[src/rtl/tx_sched_pkg.sv]
// Shared definitions for the UART transmit scheduler.
//   sched_state_t        : scheduler FSM states
//   DEFAULT_CLKS_PER_BIT : bit period in clocks shared with serial_tx (115200 baud at 100 MHz)
//   UART_FRAME_BITS      : start + 8 data + stop
//   max_int              : elaboration-time helper used to size counters
package tx_sched_pkg;

   typedef enum logic [1:0] {
      IDLE   = 2'd0,
      LAUNCH = 2'd1,
      WAIT   = 2'd2,
      GAP    = 2'd3
   } sched_state_t;

   localparam int DEFAULT_CLKS_PER_BIT = 868;
   localparam int UART_FRAME_BITS      = 10;

   function automatic int max_int(input int a, input int b);
      return (a > b) ? a : b;
   endfunction

endpackage

[src/rtl/rr_arbiter.sv]
// Combinational round-robin arbiter.
//   req       : request vector, bit i = requester i wants service
//   ptr       : highest-priority index for this decision
//   grant     : one-hot grant (all zero when req is zero)
//   grant_idx : index of the granted requester (0 when req is zero)
// The search starts at ptr and walks upward with wrap-around; the first set
// request wins.
module rr_arbiter #(
   parameter int NUM_REQ = 4
) (
   input  logic [NUM_REQ-1:0]         req,
   input  logic [$clog2(NUM_REQ)-1:0] ptr,
   output logic [NUM_REQ-1:0]         grant,
   output logic [$clog2(NUM_REQ)-1:0] grant_idx
);

   localparam int IDX_W = $clog2(NUM_REQ);

   logic             found;
   logic [IDX_W-1:0] idx;

   always_comb begin
      grant     = '0;
      grant_idx = '0;
      found     = 1'b0;
      idx       = '0;
      for (int i = 0; i < NUM_REQ; i++) begin
         idx = IDX_W'((int'(ptr) + i) % NUM_REQ);
         if (!found && req[idx]) begin
            found      = 1'b1;
            grant[idx] = 1'b1;
            grant_idx  = idx;
         end
      end
   end

endmodule

[src/rtl/uart_tx_scheduler.sv]
// Round-robin scheduler sharing one serial_tx byte transmitter between
// NUM_REQ requesters. serial_tx has no done output, so the frame time is
// counted here before the next byte is granted.
//   clk_in        : system clock
//   rst_in        : asynchronous active-low reset
//   req_valid_in  : per-requester byte pending
//   req_data_in   : byte of requester i on [8i+7:8i], stable while valid
//   req_ready_out : one-hot accept pulse, only in IDLE
//   trigger_out   : one-cycle start pulse to serial_tx
//   val_out       : byte to serial_tx, held from grant to next grant
//   busy_out      : high whenever the FSM is not in IDLE
//   grant_id_out  : index of the last granted requester
//   state_out     : current FSM state (debug observation)
//
// Handshake: a byte is transferred on the rising clk_in edge where
// req_valid_in[i] and req_ready_out[i] are both high. Ready is driven
// combinationally in IDLE, only for the arbitration winner, and only when
// that requester's valid is high; a requester may withdraw valid at any time
// before that edge without losing or duplicating a byte.
module uart_tx_scheduler
   import tx_sched_pkg::*;
#(
   parameter int NUM_REQ      = 4,
   parameter int CLKS_PER_BIT = DEFAULT_CLKS_PER_BIT,
   parameter int FRAME_BITS   = UART_FRAME_BITS,
   parameter int GAP_CLKS     = 0
) (
   input  logic                         clk_in,
   input  logic                         rst_in,
   input  logic [NUM_REQ-1:0]           req_valid_in,
   input  logic [8*NUM_REQ-1:0]         req_data_in,
   output logic [NUM_REQ-1:0]           req_ready_out,
   output logic                         trigger_out,
   output logic [7:0]                   val_out,
   output logic                         busy_out,
   output logic [$clog2(NUM_REQ)-1:0]   grant_id_out,
   output sched_state_t                 state_out
);

   localparam int IDX_W      = $clog2(NUM_REQ);
   localparam int FRAME_CLKS = FRAME_BITS * CLKS_PER_BIT;
   localparam int CNT_W      = $clog2(max_int(FRAME_CLKS, GAP_CLKS) + 1);

   localparam logic [CNT_W-1:0] FRAME_LOAD = CNT_W'(FRAME_CLKS - 1);
   // Guarded so a zero gap never produces a negative load constant.
   localparam logic [CNT_W-1:0] GAP_LOAD   = CNT_W'((GAP_CLKS > 0) ? GAP_CLKS - 1 : 0);
   localparam logic [IDX_W-1:0] LAST_IDX   = IDX_W'(NUM_REQ - 1);

   sched_state_t      state;
   logic [IDX_W-1:0]  rr_ptr;
   logic [CNT_W-1:0]  cnt;

   logic [NUM_REQ-1:0] arb_grant;
   logic [IDX_W-1:0]   arb_idx;
   logic [7:0]         req_byte [NUM_REQ];

   for (genvar g = 0; g < NUM_REQ; g++) begin : g_bytes
      assign req_byte[g] = req_data_in[8*g +: 8];
   end

   rr_arbiter #(
      .NUM_REQ (NUM_REQ)
   ) u_arb (
      .req       (req_valid_in),
      .ptr       (rr_ptr),
      .grant     (arb_grant),
      .grant_idx (arb_idx)
   );

   // Gating with rst_in keeps ready low for the whole time reset is held,
   // not just from the next edge.
   always_comb begin
      req_ready_out = '0;
      if (rst_in && state == IDLE) begin
         req_ready_out = arb_grant;
      end
   end

   assign busy_out  = (state != IDLE);
   assign state_out = state;

   always_ff @(posedge clk_in or negedge rst_in) begin
      if (!rst_in) begin
         state        <= IDLE;
         rr_ptr       <= '0;
         cnt          <= '0;
         trigger_out  <= 1'b0;
         val_out      <= 8'h00;
         grant_id_out <= '0;
      end else begin
         trigger_out <= 1'b0;
         case (state)
            IDLE: begin
               if (|req_valid_in) begin
                  val_out      <= req_byte[arb_idx];
                  grant_id_out <= arb_idx;
                  rr_ptr       <= (arb_idx == LAST_IDX) ? '0 : arb_idx + 1'b1;
                  // Registered so the pulse coincides exactly with LAUNCH.
                  trigger_out  <= 1'b1;
                  state        <= LAUNCH;
               end
            end
            LAUNCH: begin
               cnt   <= FRAME_LOAD;
               state <= WAIT;
            end
            WAIT: begin
               if (cnt == '0) begin
                  if (GAP_CLKS > 0) begin
                     cnt   <= GAP_LOAD;
                     state <= GAP;
                  end else begin
                     state <= IDLE;
                  end
               end else begin
                  cnt <= cnt - 1'b1;
               end
            end
            GAP: begin
               if (cnt == '0) begin
                  state <= IDLE;
               end else begin
                  cnt <= cnt - 1'b1;
               end
            end
            default: state <= IDLE;
         endcase
      end
   end

endmodule

[config.mk]
export PLATFORM = sky130hd
export DESIGN_NAME = uart_tx_scheduler
export DESIGN_NICKNAME = d
export VERILOG_FILES = /design/src/rtl/tx_sched_pkg.sv /design/src/rtl/rr_arbiter.sv /design/src/rtl/uart_tx_scheduler.sv
export SDC_FILE = /design/constraint.sdc
export NUM_CORES = 1
export LEC_CHECK = 0
export BUFFER_PORTS_ARGS = -buffer_cell sky130_fd_sc_hd__buf_2
export CELL_PAD_IN_SITES_DETAIL_PLACEMENT = 1
export CELL_PAD_IN_SITES_GLOBAL_PLACEMENT = 1
export CORE_MARGIN = 3
export CORE_UTILIZATION = 44
export CTS_BUF_LIST = sky130_fd_sc_hd__clkbuf_4
export CTS_CLUSTER_SIZE = 8
export DETAILED_ROUTE_END_ITERATION = 8
export PLACE_DENSITY = 0.94
export SLEW_MARGIN = 20
export SYNTH_ARGS = -nofsm -noshare
export SYNTH_HDL_FRONTEND = slang
export SYNTH_SLANG_ARGS = --single-unit
[constraint.sdc]
create_clock -name clk_in -period 4.7 [get_ports clk_in]
set_input_delay 0.705 -clock clk_in [delete_from_list [all_inputs] [get_ports clk_in]]
set_output_delay 0.705 -clock clk_in [all_outputs]
set_load 0.01 [all_outputs]
==> results of run 1 <==
[sequential cells by signal (all words and copies together), names as in the netlist]
register / flops
cnt: 14
val_out: 8
grant_id_out: 2
rr_ptr: 2
state_out: 2
trigger_out: 1
[synth_stat cells, types with 2 or more instances]
library cell,instances,share of area
sky130_fd_sc_hd__a211oi_1,9,0.032
sky130_fd_sc_hd__a21oi_1,9,0.021
sky130_fd_sc_hd__a22o_1,5,0.021
sky130_fd_sc_hd__buf_2,3,0.0070
sky130_fd_sc_hd__clkbuf_1,7,0.012
sky130_fd_sc_hd__dfrtp_1,29,0.34
sky130_fd_sc_hd__ha_1,10,0.059
sky130_fd_sc_hd__inv_1,19,0.033
sky130_fd_sc_hd__mux2_2,3,0.016
sky130_fd_sc_hd__mux2i_1,23,0.11
sky130_fd_sc_hd__nand2_1,21,0.037
sky130_fd_sc_hd__nand2b_1,4,0.012
sky130_fd_sc_hd__nand3_1,3,0.0070
sky130_fd_sc_hd__nor2_1,32,0.056
sky130_fd_sc_hd__nor2b_1,2,0.0059
sky130_fd_sc_hd__nor3_1,9,0.021
sky130_fd_sc_hd__nor3_2,3,0.014
sky130_fd_sc_hd__nor4_1,3,0.0088
sky130_fd_sc_hd__o21ai_0,9,0.021
sky130_fd_sc_hd__o22ai_1,9,0.026
sky130_fd_sc_hd__o31ai_1,2,0.0070
sky130_fd_sc_hd__or3_1,4,0.012
sky130_fd_sc_hd__xnor2_1,5,0.021
sky130_fd_sc_hd__xor2_1,2,0.0082
[critical path, stage by stage (launching register included)]
cell                      delay, ns
sky130_fd_sc_hd__dfrtp_1       0.76
sky130_fd_sc_hd__inv_1         0.18
sky130_fd_sc_hd__ha_1          0.51
sky130_fd_sc_hd__mux4_2        0.61
sky130_fd_sc_hd__a21oi_1       0.30
sky130_fd_sc_hd__a22o_1        0.18
sky130_fd_sc_hd__mux2i_1       0.08
sky130_fd_sc_hd__a21oi_1       0.16
sky130_fd_sc_hd__buf_2         0.15
[power by group through the flow]
stage	registers [µW]	clock network (µW)	logic, µW
floorplan	255	0	33.3
global placement	255	0	59.8
detailed placement	255	0	62.3
CTS	250	215	63.1
global route	250	225	69.4
finish	250	210	62.7
[layout by cell type (no fill, tap or decap), types with 2 or more instances in the layout]
master                     instances
sky130_fd_sc_hd__nand3_1           3
sky130_fd_sc_hd__ha_1             10
sky130_fd_sc_hd__nand2_1          21
sky130_fd_sc_hd__mux2i_1          23
sky130_fd_sc_hd__clkbuf_4          6
sky130_fd_sc_hd__nor2_1           32
sky130_fd_sc_hd__nor4_1            3
sky130_fd_sc_hd__a211oi_1          9
sky130_fd_sc_hd__mux2_2            3
sky130_fd_sc_hd__o22ai_1           9
sky130_fd_sc_hd__a22o_1            5
sky130_fd_sc_hd__o21ai_0           9
sky130_fd_sc_hd__buf_2            55
sky130_fd_sc_hd__nor3_2            3
sky130_fd_sc_hd__xor2_1            2
sky130_fd_sc_hd__nor2b_1           2
sky130_fd_sc_hd__a21oi_1           9
sky130_fd_sc_hd__nand2b_1          4
sky130_fd_sc_hd__or3_1             4
sky130_fd_sc_hd__dfrtp_1          29
sky130_fd_sc_hd__xnor2_1           5
sky130_fd_sc_hd__nor3_1            9
sky130_fd_sc_hd__inv_1            19
[layer usage]
metal | wire length [µm] | part of all wire | vias up
li1 | - | - | 976
met1 | 2550 | 0.43 | 1006
met2 | 3090 | 0.52 | 45
met3 | 275 | 0.046 | 8
met4 | 48 | 0.0080 | 0
met5 | 0 | 0 | -
[cell families after synthesis]
| group | Yosys count | synth area share |
|---|---|---|
| adder cells (fa/ha/maj) | 10 | 0.0587 |
| XOR/XNOR | 7 | 0.0287 |
| AND/OR/NAND/NOR | 89 | 0.209 |
| AO/OA/AOI/OAI | 52 | 0.168 |
| multiplexers | 27 | 0.134 |
| buffers and inverters | 31 | 0.0616 |
| flip-flops | 29 | 0.340 |
[per-stage QoR]
step           std cells  instance area, µm²  utilization  hold WS (ns)
2_1_floorplan        245                2130            -         0.409
3_3_place_gp         340                2420        0.537         0.459
6_report             348                2500        0.554         0.413
3_5_place_dp         340                2420        0.537         0.475
5_1_grt              348                2500        0.554         0.450
4_1_cts              348                2500        0.554         0.420
[worst max path at each step]
stage | cells after the start | endpoint | slack [ns] | startpoint
CTS | 8 | req_ready_out[0] | 0.73 | rr_ptr[0]
finish | 8 | req_ready_out[0] | 0.73 | rr_ptr[0]
global placement | 8 | req_ready_out[1] | 1.24 | rr_ptr[0]
floorplan | 10 | req_ready_out[0] | 1.28 | rr_ptr[0]
global route | 8 | req_ready_out[0] | 0.46 | rr_ptr[0]
detailed placement | 8 | req_ready_out[0] | 1.10 | rr_ptr[0]
[cell type report]
cell class | count | area [µm²]
repair buffers | 55 | 275
clock inverters | 2 | 33.8
flip-flops and latches | 29 | 726
fillers | 559 | 2010
inverters | 19 | 71.3
multi-input cells | 185 | 1280
clock buffers | 6 | 45.0
well taps | 52 | 65.1
==> metrics.txt, run 1 <==
# TYPE chip_impl_metric gauge
chip_impl_metric{name="drv_slew",unit=""} 0
chip_impl_metric{name="leakagePower",unit="µW"} 0.00125
chip_impl_metric{name="groute.layer.met1.usage",unit=""} 0.263
chip_impl_metric{name="cellPowerDensity",unit="nW/µm²"} 209
chip_impl_metric{name="syn_area_per_cell",unit="µm²"} 8.71
chip_impl_metric{name="area_delta_synth_final",unit="%"} 17.1
chip_impl_metric{name="core_region_area",unit="µm²"} 4500
chip_impl_metric{name="avgViaCountPerCell",unit=""} 5.85
chip_impl_metric{name="placementRows",unit=""} 24
chip_impl_metric{name="yosys_register_bits",unit=""} 29
chip_impl_metric{name="worst_setup_hold_path_clk_slew",unit="ns"} 0.10
chip_impl_info{name="startpoint_type",value="register"} 1
chip_impl_metric{name="numCtsBuffers",unit=""} 5
chip_impl_metric{name="antenna_cells",unit=""} 0
chip_impl_metric{name="drt-total-wl",unit="µm"} 5960
chip_impl_metric{name="grt_pass1_wl",unit="µm"} 9740
chip_impl_info{name="critical_path_class",value="reg -> out"} 1
chip_impl_info{name="endpoint_kind",value="output port"} 1
chip_impl_metric{name="ir_drop",unit="mV"} 0.132
chip_impl_metric{name="synthesis.nets",unit=""} 293
chip_impl_metric{name="die_w",unit="µm"} 75.6
chip_impl_metric{name="cp.required",unit="ns"} 3.99
chip_impl_metric{name="total_die_area",unit="µm²"} 5720
chip_impl_metric{name="worstPathMaxFanout",unit=""} 19
chip_impl_info{name="holdCritPathClass",value="in -> async"} 1
chip_impl_metric{name="io-pin-count",unit=""} 56
chip_impl_metric{name="synth-edff-count",unit=""} 0
chip_impl_metric{name="vias",unit=""} 2035
chip_impl_info{name="run_status",value="finished clean"} 1
chip_impl_metric{name="grt_max_degree",unit=""} 31
chip_impl_metric{name="post-place-ws",unit="ns"} 1.10
chip_impl_metric{name="timing.max_cap.violations",unit=""} 0
chip_impl_metric{name="cts_max_path_buffers",unit=""} 2
chip_impl_metric{name="maxClockFrequency",unit="GHz"} 0.252
chip_impl_metric{name="clkSinkCount",unit=""} 29
chip_impl_info{name="root_buffer",value="sky130_fd_sc_hd__clkbuf_4"} 1
chip_impl_metric{name="globalplace.congestion",unit=""} 0.783
chip_impl_metric{name="yosysWarnings",unit=""} 0
chip_impl_metric{name="global_route.overflow_total",unit=""} 0
chip_impl_metric{name="postRouteAntennaNets",unit=""} 0
chip_impl_info{name="synth_ff_type",value="sky130_fd_sc_hd__dfrtp_1"} 1
chip_impl_metric{name="timing.final.crit_period",unit="ns"} 3.97
chip_impl_metric{name="seq_power_share",unit=""} 0.479
chip_impl_metric{name="finClkSkew",unit="ns"} 0.00461
chip_impl_info{name="rr_startpoint",value="rr_ptr[0]"} 1
chip_impl_metric{name="hpwlAfterDp",unit="µm"} 4430
chip_impl_metric{name="slew-limit-headroom",unit=""} 0.333
chip_impl_metric{name="post_route_cells_drive_above_1_share",unit=""} 0.250
chip_impl_metric{name="route.detailed.wl_per_inst",unit="µm"} 17.1
chip_impl_metric{name="gr-usage-met3",unit=""} 0.0488
chip_impl_metric{name="rrSetupSlack",unit="ns"} 1.07
chip_impl_metric{name="worstMarginPinSlew",unit="ns"} 0.994
chip_impl_metric{name="p_sw",unit="µW"} 128
chip_impl_metric{name="r2r.worst_path.cells",unit=""} 8
chip_impl_metric{name="port_buffers",unit=""} 55
chip_impl_metric{name="grt_antenna_before_repair",unit=""} 0
chip_impl_metric{name="arrival",unit="ns"} 3.26
chip_impl_info{name="worstReg2RegEnd",value="rr_ptr[1]"} 1
chip_impl_metric{name="netlist_area",unit="µm²"} 2130
chip_impl_metric{name="ys_async_rst_share",unit=""} 1.00
chip_impl_metric{name="globalRouteMet2Util",unit=""} 0.405
chip_impl_metric{name="internal_power_component",unit="µW"} 394
chip_impl_metric{name="pwr-share-clk",unit=""} 0.401
chip_impl_metric{name="combinational_share_of_power",unit=""} 0.120
chip_impl_metric{name="finalCritPeriodShare",unit=""} 0.844
chip_impl_metric{name="synth_seq_area_share",unit=""} 0.340
chip_impl_metric{name="insertion_delay",unit="ns"} 0.33
chip_impl_metric{name="htree_levels",unit=""} 2
chip_impl_metric{name="report.final.hold_viol_count",unit=""} 0
chip_impl_metric{name="postCtsHoldBufs",unit=""} 0
chip_impl_metric{name="drc",unit=""} 0
chip_impl_metric{name="chipHeight",unit="µm"} 75.6
chip_impl_metric{name="finalWorstSetupSlack",unit="ns"} 0.732
chip_impl_metric{name="final.setup.tns",unit="ns"} 0
chip_impl_metric{name="post-cts-setup-buffers",unit=""} 0
chip_impl_metric{name="cts.repair.resized",unit=""} 0
chip_impl_metric{name="grt_pass1_vias",unit=""} 2163
chip_impl_metric{name="drt_iter0_drc",unit=""} 73
chip_impl_metric{name="final_net_count",unit=""} 343
chip_impl_metric{name="setup_viol",unit=""} 0
chip_impl_metric{name="switching_share",unit=""} 0.246
chip_impl_metric{name="postSynthCellCount",unit=""} 245
chip_impl_info{name="tritoncts",value="built"} 1
chip_impl_metric{name="post-layout-total-power",unit="µW"} 523
chip_impl_metric{name="yosys.cell_types.count",unit=""} 44
chip_impl_info{name="top_usage_layer",value="met2"} 1
chip_impl_info{name="grt_setup_unrepaired",value="false"} 1
chip_impl_metric{name="drt_pre_antenna_iters",unit=""} 4
chip_impl_metric{name="initial_core_util",unit=""} 0.474
chip_impl_metric{name="globalRouteTotalUtil",unit=""} 0.221
Power figures use the tool's default switching activity.
==> run 2: changes to the inputs <==
--- a/config.mk
+++ b/config.mk
@@ -9,11 +9,11 @@
 export CELL_PAD_IN_SITES_DETAIL_PLACEMENT = 1
 export CELL_PAD_IN_SITES_GLOBAL_PLACEMENT = 1
 export CORE_MARGIN = 3
-export CORE_UTILIZATION = 44
+export CORE_UTILIZATION = 36
 export CTS_BUF_LIST = sky130_fd_sc_hd__clkbuf_4
 export CTS_CLUSTER_SIZE = 8
 export DETAILED_ROUTE_END_ITERATION = 8
-export PLACE_DENSITY = 0.94
+export PLACE_DENSITY = 0.82
 export SLEW_MARGIN = 20
 export SYNTH_ARGS = -nofsm -noshare
 export SYNTH_HDL_FRONTEND = slang
==> constraint.sdc (replaced) <==
create_clock -name clk_in -period 3.4 [get_ports clk_in]
set_input_delay 0.51 -clock clk_in [delete_from_list [all_inputs] [get_ports clk_in]]
set_output_delay 0.51 -clock clk_in [all_outputs]
set_load 0.01 [all_outputs]
==> metrics.txt, run 2 (same netlist as run 1, synthesis figures left out) <==
# TYPE chip_impl_metric gauge
chip_impl_info{name="run_status",value="finished clean"} 1
chip_impl_metric{name="placementRows",unit=""} 27
chip_impl_metric{name="chipHeight",unit="µm"} 83.0
chip_impl_metric{name="total_die_area",unit="µm²"} 6890
chip_impl_metric{name="rrSetupSlack",unit="ns"} 0.70
chip_impl_info{name="grt_setup_unrepaired",value="false"} 1
chip_impl_metric{name="core_region_area",unit="µm²"} 5610
chip_impl_metric{name="area_delta_synth_final",unit="%"} 18.9
chip_impl_info{name="holdCritPathClass",value="in -> async"} 1
chip_impl_metric{name="report.final.hold_viol_count",unit=""} 0
chip_impl_metric{name="arrival",unit="ns"} 2.66
chip_impl_info{name="final_cell_mix",value="55 x sky130_fd_sc_hd__buf_2, 32 x sky130_fd_sc_hd__nor2_1, 28 x sky130_fd_sc_hd__dfrtp_1, 23 x sky130_fd_sc_hd__mux2i_1, 21 x sky130_fd_sc_hd__nand2_1"} 1
chip_impl_metric{name="postRouteAntennaNets",unit=""} 0
chip_impl_metric{name="worstPathMaxFanout",unit=""} 13
chip_impl_metric{name="clkSinkCount",unit=""} 29
chip_impl_metric{name="slew-limit-headroom",unit=""} 0.537
chip_impl_metric{name="numCtsBuffers",unit=""} 5
chip_impl_metric{name="ir_drop",unit="mV"} 0.166
chip_impl_info{name="root_buffer",value="sky130_fd_sc_hd__clkbuf_4"} 1
chip_impl_metric{name="fin_worst_hold_slack",unit="ns"} 0.242
chip_impl_metric{name="post_route_cells_drive_above_1_share",unit=""} 0.266
chip_impl_metric{name="antenna_cells",unit=""} 0
chip_impl_metric{name="globalplace.congestion",unit=""} 0.793
chip_impl_metric{name="largest_reg_flops",unit=""} 14
chip_impl_info{name="tritoncts",value="built"} 1
chip_impl_metric{name="final_net_count",unit=""} 348
chip_impl_metric{name="drt-total-wl",unit="µm"} 5750
chip_impl_metric{name="leakagePower",unit="µW"} 0.00126
chip_impl_metric{name="vias",unit=""} 1968
chip_impl_metric{name="worst_setup_hold_path_clk_slew",unit="ns"} 0.11
chip_impl_metric{name="timing.max_cap.violations",unit=""} 0
chip_impl_info{name="critical_path_class",value="reg -> out"} 1
chip_impl_metric{name="avgViaCountPerCell",unit=""} 5.28
chip_impl_metric{name="globalRouteTotalUtil",unit=""} 0.167
chip_impl_metric{name="route.detailed.wl_per_inst",unit="µm"} 15.4
chip_impl_info{name="startpoint_type",value="register"} 1
chip_impl_metric{name="drc",unit=""} 0
chip_impl_info{name="top_regs",value="cnt x14, val_out x8"} 1
chip_impl_metric{name="setup_viol",unit=""} 0
chip_impl_metric{name="cellPowerDensity",unit="nW/µm²"} 250
chip_impl_metric{name="htree_levels",unit=""} 2
chip_impl_info{name="largest-register",value="cnt"} 1
chip_impl_metric{name="cp.required",unit="ns"} 2.89
chip_impl_metric{name="maxClockFrequency",unit="GHz"} 0.315
chip_impl_metric{name="cts_max_path_buffers",unit=""} 2
chip_impl_metric{name="final.setup.tns",unit="ns"} 0
chip_impl_info{name="mostFrequentLayoutCell",value="sky130_fd_sc_hd__buf_2"} 1
chip_impl_metric{name="grt_pass1_vias",unit=""} 2074
chip_impl_metric{name="drv_slew",unit=""} 0
chip_impl_metric{name="finClkSkew",unit="ns"} 0.0128
chip_impl_metric{name="grt_max_degree",unit=""} 30
chip_impl_metric{name="initial_core_util",unit=""} 0.380
chip_impl_metric{name="insertion_delay",unit="ns"} 0.32
chip_impl_metric{name="port_buffers",unit=""} 55
chip_impl_metric{name="hpwlAfterDp",unit="µm"} 4370
chip_impl_metric{name="drt_pre_antenna_iters",unit=""} 4
chip_impl_metric{name="global_route.overflow_total",unit=""} 0
chip_impl_metric{name="postCtsHoldBufs",unit=""} 0
chip_impl_metric{name="grt_antenna_before_repair",unit=""} 0
chip_impl_metric{name="die_w",unit="µm"} 83.0
chip_impl_metric{name="worstMarginPinSlew",unit="ns"} 0.692
chip_impl_info{name="endpoint_kind",value="output port"} 1
chip_impl_metric{name="io-pin-count",unit=""} 56
chip_impl_metric{name="drt_iter0_drc",unit=""} 63
chip_impl_metric{name="grt_pass1_wl",unit="µm"} 9740
chip_impl_metric{name="finalCritPeriodShare",unit=""} 0.934
chip_impl_metric{name="timing.final.crit_period",unit="ns"} 3.17
==> run 2: cell types whose count changed in the layout (fill, tap and decap cells not counted), sizes merged <==
cell,previous run,this run
clkinv,1,3
buf,55,60
bufinv,1,0
clkbuf,6,5
==> run 2: layer usage <==
metal,vias to the layer above,track usage,share of wire
met2,34,0.284,0.49
met1,944,0.219,0.47
met5,-,0,0
met4,0,0.0505,0.012
met3,6,0.0248,0.029
li1,984,-,-
==> run 2: worst max-delay path, stage by stage (launching register included) <==
cell                      delay (ns)
sky130_fd_sc_hd__dfrtp_2        0.50
sky130_fd_sc_hd__inv_1          0.17
sky130_fd_sc_hd__ha_1           0.36
sky130_fd_sc_hd__mux4_2         0.57
sky130_fd_sc_hd__a21oi_2        0.21
sky130_fd_sc_hd__a22o_1         0.17
sky130_fd_sc_hd__mux2i_1        0.07
sky130_fd_sc_hd__a21oi_1        0.15
sky130_fd_sc_hd__buf_2          0.15
==> run 2: cell type report <==
class                           instances  area, µm²
Clock buffer                            5       37.5
Clock inverter                          3       12.5
Fill cell                             717       3070
Inverter                               19       71.3
Multi-Input combinational cell        185       1280
Sequential cell                        29        727
Tap cell                               72       90.1
Timing Repair Buffer                   60        313
==> run 2: timing repair <==
item                                   4_1_cts  5_1_grt
endpoints found under the hold margin        0        0
resized for setup                            1        2
buffers inserted                             0        0
setup endpoints to repair                    4        4
==> run 2: path summary, 6_finish.rpt <==
path	start	endpoint	cells after the start
min	rst_in	cnt[13]	2
min in group clk_in	cnt[5]	cnt[5]	1
max	rr_ptr[1]	req_ready_out[1]	8
max in group asynchronous	rst_in	rr_ptr[1]	2
min reg2reg	cnt[5]	cnt[5]	1
max reg2reg	rr_ptr[1]	val_out[5]	9
==> run 2: power by group <==
group          internal, µW  switching (µW)  total [µW]
clock                  74.8             124         199
combinational          40.8            48.4        89.1
sequential              345           0.416         346
==> run 2: stage by stage <==
stage               setup slack [ns]  total power [µW]   util  area (µm²)  cells
finish                         0.226               634  0.452        2540    373
global route                  0.0384               667  0.452        2540    373
CTS                            0.111               643  0.452        2530    373
detailed placement             0.350               442  0.442        2480    365
global placement               0.497               439  0.442        2480    365
floorplan                      0.178               399      -        2130    245
==> run 3: changes to the inputs <==
==> constraint.sdc (replaced) <==
create_clock -name clk_in -period 3.4 [get_ports clk_in]
set_input_delay 0.34 -clock clk_in [delete_from_list [all_inputs] [get_ports clk_in]]
set_output_delay 0.34 -clock clk_in [all_outputs]
set_load 0.01 [all_outputs]
==> metrics.txt, run 3 (same netlist as run 1, synthesis figures left out) <==
# TYPE chip_impl_metric gauge
chip_impl_info{name="run_status",value="finished clean"} 1
chip_impl_metric{name="post-cts-setup-buffers",unit=""} 0
chip_impl_metric{name="hpwlAfterDp",unit="µm"} 4310
chip_impl_metric{name="grt_max_degree",unit=""} 31
chip_impl_metric{name="route.detailed.wl_per_inst",unit="µm"} 15.2
chip_impl_metric{name="timing.max_cap.violations",unit=""} 0
chip_impl_metric{name="global_route.overflow_total",unit=""} 0
chip_impl_metric{name="postRouteAntennaNets",unit=""} 0
chip_impl_metric{name="insertion_delay",unit="ns"} 0.32
chip_impl_metric{name="core_region_area",unit="µm²"} 5610
chip_impl_metric{name="placementRows",unit=""} 27
chip_impl_metric{name="final.setup.tns",unit="ns"} 0
chip_impl_metric{name="finalCritPeriodShare",unit=""} 0.941
chip_impl_info{name="tritoncts",value="built"} 1
chip_impl_metric{name="rrSetupSlack",unit="ns"} 0.30
chip_impl_metric{name="ir_drop",unit="mV"} 0.152
chip_impl_metric{name="worstMarginPinSlew",unit="ns"} 0.989
chip_impl_metric{name="die_w",unit="µm"} 83.0
chip_impl_metric{name="placed_insts",unit=""} 365
chip_impl_info{name="grt_setup_unrepaired",value="false"} 1
chip_impl_metric{name="postCtsHoldBufs",unit=""} 0
chip_impl_info{name="critical_path_class",value="reg -> out"} 1
chip_impl_metric{name="setup_viol",unit=""} 0
chip_impl_metric{name="internal_power_component",unit="µW"} 463
chip_impl_metric{name="finClkSkew",unit="ns"} 0.0141
chip_impl_metric{name="cts.repair.resized",unit=""} 0
chip_impl_metric{name="io-pin-count",unit=""} 56
chip_impl_metric{name="worstPathMaxFanout",unit=""} 9
chip_impl_metric{name="clkSinkCount",unit=""} 29
chip_impl_metric{name="cts_max_path_buffers",unit=""} 2
chip_impl_metric{name="initial_core_util",unit=""} 0.380
chip_impl_metric{name="drt_iter0_drc",unit=""} 59
chip_impl_info{name="holdCritPathClass",value="in -> async"} 1
chip_impl_info{name="largest-register",value="cnt"} 1
chip_impl_metric{name="grt_pass1_vias",unit=""} 2138
chip_impl_metric{name="p_sw",unit="µW"} 177
chip_impl_info{name="top_regs",value="cnt x14, val_out x8"} 1
chip_impl_metric{name="cp.required",unit="ns"} 3.06
chip_impl_metric{name="maxClockFrequency",unit="GHz"} 0.313
chip_impl_metric{name="globalRouteTotalUtil",unit=""} 0.169
chip_impl_metric{name="port_buffers",unit=""} 55
chip_impl_metric{name="drv_slew",unit=""} 0
chip_impl_metric{name="drt_pre_antenna_iters",unit=""} 4
chip_impl_info{name="endpoint_kind",value="output port"} 1
chip_impl_metric{name="drt-total-wl",unit="µm"} 5660
chip_impl_metric{name="fin_worst_hold_slack",unit="ns"} 0.00707
chip_impl_metric{name="area_delta_synth_final",unit="%"} 18.9
chip_impl_info{name="startpoint_type",value="register"} 1
chip_impl_info{name="final_cell_mix",value="55 x sky130_fd_sc_hd__buf_2, 32 x sky130_fd_sc_hd__nor2_1, 29 x sky130_fd_sc_hd__dfrtp_1, 23 x sky130_fd_sc_hd__mux2i_1, 21 x sky130_fd_sc_hd__nand2_1"} 1
chip_impl_metric{name="htree_levels",unit=""} 2
chip_impl_metric{name="r2r.worst_path.cells",unit=""} 8
chip_impl_info{name="mostFrequentLayoutCell",value="sky130_fd_sc_hd__buf_2"} 1
chip_impl_metric{name="seq_power_share",unit=""} 0.540
chip_impl_metric{name="worst_setup_hold_path_clk_slew",unit="ns"} 0.11
chip_impl_metric{name="final_net_count",unit=""} 348
chip_impl_metric{name="antenna_cells",unit=""} 0
chip_impl_metric{name="switching_share",unit=""} 0.276
chip_impl_info{name="root_buffer",value="sky130_fd_sc_hd__clkbuf_4"} 1
chip_impl_metric{name="timing.final.crit_period",unit="ns"} 3.20
chip_impl_metric{name="grt_antenna_before_repair",unit=""} 0
chip_impl_metric{name="arrival",unit="ns"} 2.86
chip_impl_metric{name="pwr-share-clk",unit=""} 0.323
chip_impl_metric{name="avgViaCountPerCell",unit=""} 5.45
chip_impl_metric{name="leakagePower",unit="µW"} 0.00126
chip_impl_metric{name="slew-limit-headroom",unit=""} 0.336
chip_impl_metric{name="globalplace.congestion",unit=""} 0.792
chip_impl_metric{name="finish.cell_count_without_fillers",unit=""} 373
chip_impl_metric{name="grt_pass1_wl",unit="µm"} 9950
chip_impl_metric{name="report.final.hold_viol_count",unit=""} 0
chip_impl_metric{name="drc",unit=""} 0
chip_impl_metric{name="largest_reg_flops",unit=""} 14
chip_impl_metric{name="layout.filler_cells",unit=""} 715
chip_impl_info{name="worstReg2RegEnd",value="rr_ptr[1]"} 1
chip_impl_metric{name="util_after_layout",unit=""} 0.452
chip_impl_metric{name="post_route_cells_drive_above_1_share",unit=""} 0.266
chip_impl_metric{name="combinational_share_of_power",unit=""} 0.137
chip_impl_metric{name="chipHeight",unit="µm"} 83.0
chip_impl_metric{name="cellPowerDensity",unit="nW/µm²"} 252
chip_impl_info{name="rr_startpoint",value="rr_ptr[0]"} 1
chip_impl_metric{name="vias",unit=""} 2033
chip_impl_metric{name="total_die_area",unit="µm²"} 6890
chip_impl_metric{name="numCtsBuffers",unit=""} 5
## run 3: cell types whose count changed in the layout (fill, tap and decap cells not counted), sizes merged
cell      before  now
clkinv         3    2
clkinvlp       0    1
## run 3: power groups by stage
stage | clock [µW] | sequential (µW) | combinational [µW]
2_1_floorplan | 0 | 353 | 46.0
3_3_place_gp | 0 | 353 | 86.1
3_5_place_dp | 0 | 353 | 88.4
4_1_cts | 219 | 346 | 88.8
5_1_grt | 237 | 346 | 98.3
6_report | 207 | 346 | 87.6
## run 3: final cells by class
class	count	area, µm²	area share
multi-input combinational	185	1280	0.505
timing repair buffer	60	313	0.123
clock buffer	5	37.5	0.0148
inverter	19	71.3	0.0281
sequential	29	726	0.286
tap	72	90.1	0.0355
clock inverter	3	17.5	0.00691
## run 3: metal layers
layer	track usage	routed length, µm	vias to the layer above
met4	0.0505	85	0
li1	-	-	985
met2	0.294	2800	36
met3	0.0357	190	9
met5	0	0	-
met1	0.209	2580	1003
## run 3: how the worst max path moves through the flow
| stage | startpoint | endpoint | slack, ns |
|---|---|---|---|
| floorplan | rr_ptr[0] | req_ready_out[0] | 0.35 |
| global placement | rr_ptr[0] | rr_ptr[1] | 0.32 |
| detailed placement | rr_ptr[0] | rr_ptr[1] | 0.26 |
| CTS | rr_ptr[0] | req_ready_out[1] | 0.16 |
| global route | rr_ptr[0] | req_ready_out[0] | 0.003 |
| finish | rr_ptr[0] | req_ready_out[1] | 0.20 |
## run 3: stage by stage
stage                     total power (µW)  instance area [µm²]  setup WS (ns)
after floorplan                        399                 2130          0.348
after global placement                 439                 2480          0.322
after detailed placement               441                 2480          0.257
after CTS                              654                 2540          0.165
after global routing                   682                 2540        0.00313
final                                  640                 2540          0.200
## run 3: critical path, stage by stage (launching register included)
cell,delay (ns)
sky130_fd_sc_hd__dfrtp_1,0.51
sky130_fd_sc_hd__inv_1,0.13
sky130_fd_sc_hd__ha_1,0.33
sky130_fd_sc_hd__buf_4,0.16
sky130_fd_sc_hd__mux4_2,0.56
sky130_fd_sc_hd__a21oi_1,0.30
sky130_fd_sc_hd__a22o_1,0.18
sky130_fd_sc_hd__mux2i_1,0.08
sky130_fd_sc_hd__a21oi_1,0.16
sky130_fd_sc_hd__buf_2,0.15
